==> src/rtl/tech74_counter_163.sv <==
// tech74_counter_163: cascade of 74x163-style 4-bit synchronous counter slices with ripple-carry enables.
// Define TECH74_UPDOWN_EN to add the DIR port and turn each slice into a 74x169-style up/down counter.
module tech74_counter_163 #(
  parameter int WIDTH = 4
) (
  input  logic             CLK,
  input  logic             RST,
  input  logic             CLR_N,
  input  logic             LOAD_N,
  input  logic             ENP,
  input  logic             ENT,
  input  logic [WIDTH-1:0] D,
`ifdef TECH74_UPDOWN_EN
  input  logic             DIR,
`endif
  output logic [WIDTH-1:0] Q,
  output logic             RCO
);
  localparam int N = WIDTH / 4;
  if (WIDTH <= 0 || WIDTH % 4 != 0) begin : g_bad_width
    $error("tech74_counter_163: WIDTH must be a positive multiple of 4");
  end
  logic         w_up;
  logic [N:0]   w_ent;
`ifdef TECH74_UPDOWN_EN
  assign w_up = DIR;
`else
  assign w_up = 1'b1;
`endif
  assign w_ent[0] = ENT;
  for (genvar k = 0; k < N; k++) begin : g_slice
    logic [3:0] r_q;
    always_ff @(posedge CLK) begin
      if (RST || !CLR_N) r_q <= '0;
      else if (!LOAD_N) r_q <= D[4*k +: 4];
      else if (ENP && w_ent[k]) r_q <= w_up ? r_q + 4'd1 : r_q - 4'd1;
    end
    // trickle enable into the next slice is this slice's RCO
    assign w_ent[k+1] = w_ent[k] && (r_q == (w_up ? 4'hF : 4'h0));
    assign Q[4*k +: 4] = r_q;
  end
  assign RCO = w_ent[N];
endmodule

==> config.mk <==
export PLATFORM = sky130hd
export DESIGN_NAME = tech74_counter_163
export DESIGN_NICKNAME = d
export VERILOG_FILES = /design/src/rtl/tech74_counter_163.sv
export SDC_FILE = /design/constraint.sdc
export NUM_CORES = 1
export LEC_CHECK = 0
export ABC_AREA = 1
export CAP_MARGIN = 20
export CORE_AREA = 2 2 39 41
export DETAILED_ROUTE_END_ITERATION = 10
export DIE_AREA = 0 0 41 43
export GPL_TIMING_DRIVEN = 0
export PLACE_DENSITY = 0.48
export SLEW_MARGIN = 20
export SYNTH_ARGS = -nofsm -noshare
export SYNTH_HDL_FRONTEND = slang
export SYNTH_SLANG_ARGS = --single-unit
==> constraint.sdc <==
create_clock -name CLK -period 1.4 [get_ports CLK]
set_clock_uncertainty 0.05 [all_clocks]
set_input_delay 0.28 -clock CLK [delete_from_list [all_inputs] [get_ports CLK]]
set_output_delay 0.28 -clock CLK [all_outputs]
set_load 0.01 [all_outputs]
# Word level (Yosys, flattened, before mapping)
# Cells that the tools add are included.
# totals
reg_bits,4
input_bits,10
output_inout_bits,5
wordCells,10
# op_classes
addsub,1
n_eq_ne,2
n_mux,2
reduce_logical,4
# ops
cell,n
4-bit two-way mux,2
4-bit by 1-bit adder with 4-bit output (second input constant),1
4-bit == test (second input constant),1
1-bit logical AND,2
2-bit by 1-bit inequality test with 1-bit output (second input constant),1
1-bit logical NOT,1
1-bit logical OR,1

# Logic depth before layout (Yosys ltp)
# Gate-level depths: netlist (run 1).
# depth
depth_word,3
depth_mapped,6
ltp_nobuf,6

# Worst setup path after synthesis (run 1)
# No wires, ideal clock.
# synth_path
path_type,flip-flop to output port
start,"register g_slice[0].r_q[0], in the netlist Q[0]"
end,output RCO
t_arrival_ps,860
required_ps,1070
slack_ps,210
path_stages_with_launch,4
n_path_buf,0
cell_sequence,dfxtp_1 ha_1 nand2_1 nor2_1
# synth_between
elab_chain_len,2
# synth_lines
item,line_no,text
from (decl),32,logic [3:0] r_q;
from (signal assigned),35,else if (!LOAD_N) r_q <= D[4*k +: 4];
from (signal assigned),36,else if (ENP && w_ent[k]) r_q <= w_up ? r_q + 4'd1 : r_q - 4'd1;
4-bit == test,39,assign w_ent[k+1] = w_ent[k] && (r_q == (w_up ? 4'hF : 4'h0));
1-bit logical AND,39,
to (decl),17,output logic RCO
# No other way between the ends.

# Worst setup path in the final report (run 1)
# layout_path
start,"register g_slice[0].r_q[1], in the netlist Q[1]"
end,output RCO
# Same word-level chain as after synthesis.

==> impl_results.md, run 1 <==
- P_leak: 0.000212 µW
- Slew headroom: 83.3%
- Hold depth: 4
- CP endpoint kind: output pin
- Combinational Power Share: 20.2%
- Sequential group share of total power: 36.1%
- Worst path max stage delay: 370 ps
- Layout Utilization: 33.1%
- ANT cells: 0
- Vias per cell: 4.26
- Slowest cell on crit path: dfxtp_4
- Max reg flops: 4
- Commonest non-fill, non-tap cell in the layout: nand2_1
- GRT overflow: 0
- Switch share: 26.2%
- Mapped Cells: 38
- Core Box Area: 0.00138 mm²
- Worst-case clock buffer depth: 2
- Power Density: between 700 and 800 mW/mm²
- Die area: 0.00176 mm²
- Endpoints failing hold: 0
- Startpoint Class: flop
- Setup WS pre-CTS: -380 ps
- Clock network power share: 43.7%
- Post-Synthesis Cell Area: 246 µm²
- Avg WL per Cell: between 9 and 10 µm
- Synth top area cells: dfxtp_1 32%, nand2_1 15%, nor2_1 7.6%
- Buffers on Ports: 14
- Synth Register Bits: 4
- M2 GR Usage: 11.3%
- Row cnt: 14
- Clk Latency, worst-skew pair: 240 ps
- I/O pin total: 15
- Pwr Total: 347 µW
- Final Setup Violations: 0
- Number of global-route vias before repair: 267
- Total CTS buffers: 3
- Initial antenna violation count: 0
- DRC: 0
- GRT Util Overall: 10.0%
- GP Congestion: 0.695
- Global-route wire length before repair: about 1.1 mm
- Syn_area_per_cell: 6.49 µm²
- Peak VDD IR: between 0.2 and 0.25 mV
- Setup TNS: 0 ps
- Synth area leader: dfxtp_1
- Worst Path Required: 1070 ps
- CTS tree: done
- CP arrival: about 1000 ps
- Most frequent cells in the layout: 10 x nand2_1, 8 x clkdlybuf4s50_1, 5 x nor2_1
- Layout area overhead: 85.8%
- Crit Path Max Fanout: 5
- Top cell type's share of synthesized area: 32.5%
- Max-cap violations: 0
- Num Clock Sinks: 4
- Final setup margin: 47.3 ps
- Maximum clock rate: 739 MHz
- Register area share after synthesis: 32.5%
- FILL cells: 158
- Die X: just over 40 µm
- Pre-Repair DR Iteration Count: 4
- Min Tclk post-route: approximately 1400 ps
- Area of the multi-input gates: roughly 160 µm²
- CTS root buffer: clkbuf_4
- Post-Route WL: about 700 µm
- Detailed placement HPWL: 529 µm
- Clock Pin Slew Worst Setup and Hold Paths: approximately 40 ps
- Internal: 256 µW
- Worst Hold Class: input pin to flop
- Clock H-tree levels: 1
- Critical path cell sequence: ha_4 > nand2_1 > nor2_1 > buf_2
- Register area: 88.8 µm²
- Routing usage on met1: 12.7%
- Actual slew at the worst max-slew pin: 249 ps
- Synthesis Warnings: 0
- Initial DRC count: 9
- Vias after detailed routing: between 300 and 400
- Post-route ant nets: 0
- GRT Max-Usage Layer: met4
- RSZ-0062 raised after global routing: no
- WS Path Type: flop to output pin
- # nets final: 70
- Largest net degree at the start of global routing: 7
- Unique masters post-synth: 16
- Mapped Nets: approximately 50
- Count of pins over their slew limit: 0
- P_sw: 90.8 µW
- Final Cycle Share: 96.6%
- R2r worst-path depth: 4
- Initial Utilization: between 15 and 20%
- Layout cells sized above 1: 28.1%
- Die Y: 43 µm
- M3 GR Usage: 1.57%
- Status: completed
## cells in the mapped netlist
master,number
or2_2,1
nor2_1,5
nand2_2,2
nand4_1,1
dfxtp_1,4
o21bai_1,1
a21oi_1,2
inv_1,2
nor2_2,1
nand2_1,10
ha_1,1
o21ai_1,1
inv_2,1
clkinv_2,1
a31oi_1,2
nand3_1,3
## cell type report
class	instances	share of cell area [%]
clock buffer	3	4.92
inverter	4	3.55
multi-input combinational	30	35.5
sequential	4	19.4
tap	16	4.37
timing repair buffer	16	32.2
## power groups by stage
stage / registers [µW] / clock network (µW) / logic (µW)
CTS: 126 / 156 / 65.4
global route: 126 / 168 / 78.3
finish: 125 / 152 / 69.9
global placement: 128 / 0 / 68.7
detailed placement: 128 / 0 / 68.4
floorplan: 129 / 0 / 24.5
## cell families (layout without fill, tap and decap cells)
| logic type | count (synthesis) | after routing | synth area share [%] |
|---|---|---|---|
| DFF | 4 | 4 | 32.5 |
| AOI/OAI and AO/OA | 6 | 6 | 14.2 |
| and+or+nand+nor | 23 | 23 | 41.6 |
| adders and majority gates | 1 | 1 | 5.08 |
| buffers and inverters | 4 | 23 | 6.60 |
## what timing repair did
item / in CTS / in global routing
buffers inserted: 0 / 2
resized for setup: 12 / 4
pin swaps: 0 / 1
hold buffers: 0 / 0
setup endpoints to repair: 5 / 1
## per-stage QoR
| stage | hold WS, ps | cells | cell area [µm²] |
|---|---|---|---|
| after floorplan | 383 | 38 | 246 |
| after global placement | 465 | 68 | 407 |
| after detailed placement | 464 | 68 | 407 |
| after CTS | 414 | 71 | 425 |
| after global routing | 448 | 73 | 458 |
| final | 392 | 73 | 458 |
## worst max-delay path: cells and delay by family, from the launching register on
kind          cells  cell delay [ps]
fa+ha+maj         1              120
buf+inv           1              130
flops             1              370
simple gates      2              160
## routing by layer
layer / vias to the layer above / wire length [µm] / part of all wire, %
met5: - / 0 / 0
met4: 0 / 44 / 6.3
met3: 5 / 36 / 5.1
met2: 11 / 300 / 43
met1: 132 / 320 / 46
li1: 163 / - / -
## final timing paths
check	from	to	slack (ps)
max	Q[1]	RCO	50
min	ENT	Q[0]	390
min reg2reg	Q[3]	Q[3]	450
max reg2reg	Q[1]	Q[2]	310
Power figures use the tool's default switching activity.
==> run 2, diff against run 1 <==
--- a/config.mk
+++ b/config.mk
@@ -8,6 +8,7 @@
 export ABC_AREA = 1
 export CAP_MARGIN = 20
 export CORE_AREA = 2 2 39 41
+export CTS_CLUSTER_SIZE = 8
 export DETAILED_ROUTE_END_ITERATION = 10
 export DIE_AREA = 0 0 41 43
 export GPL_TIMING_DRIVEN = 0
==> results of run 2 <==
Same layout as run 1: the final DEF is identical, and so are final timing and power.
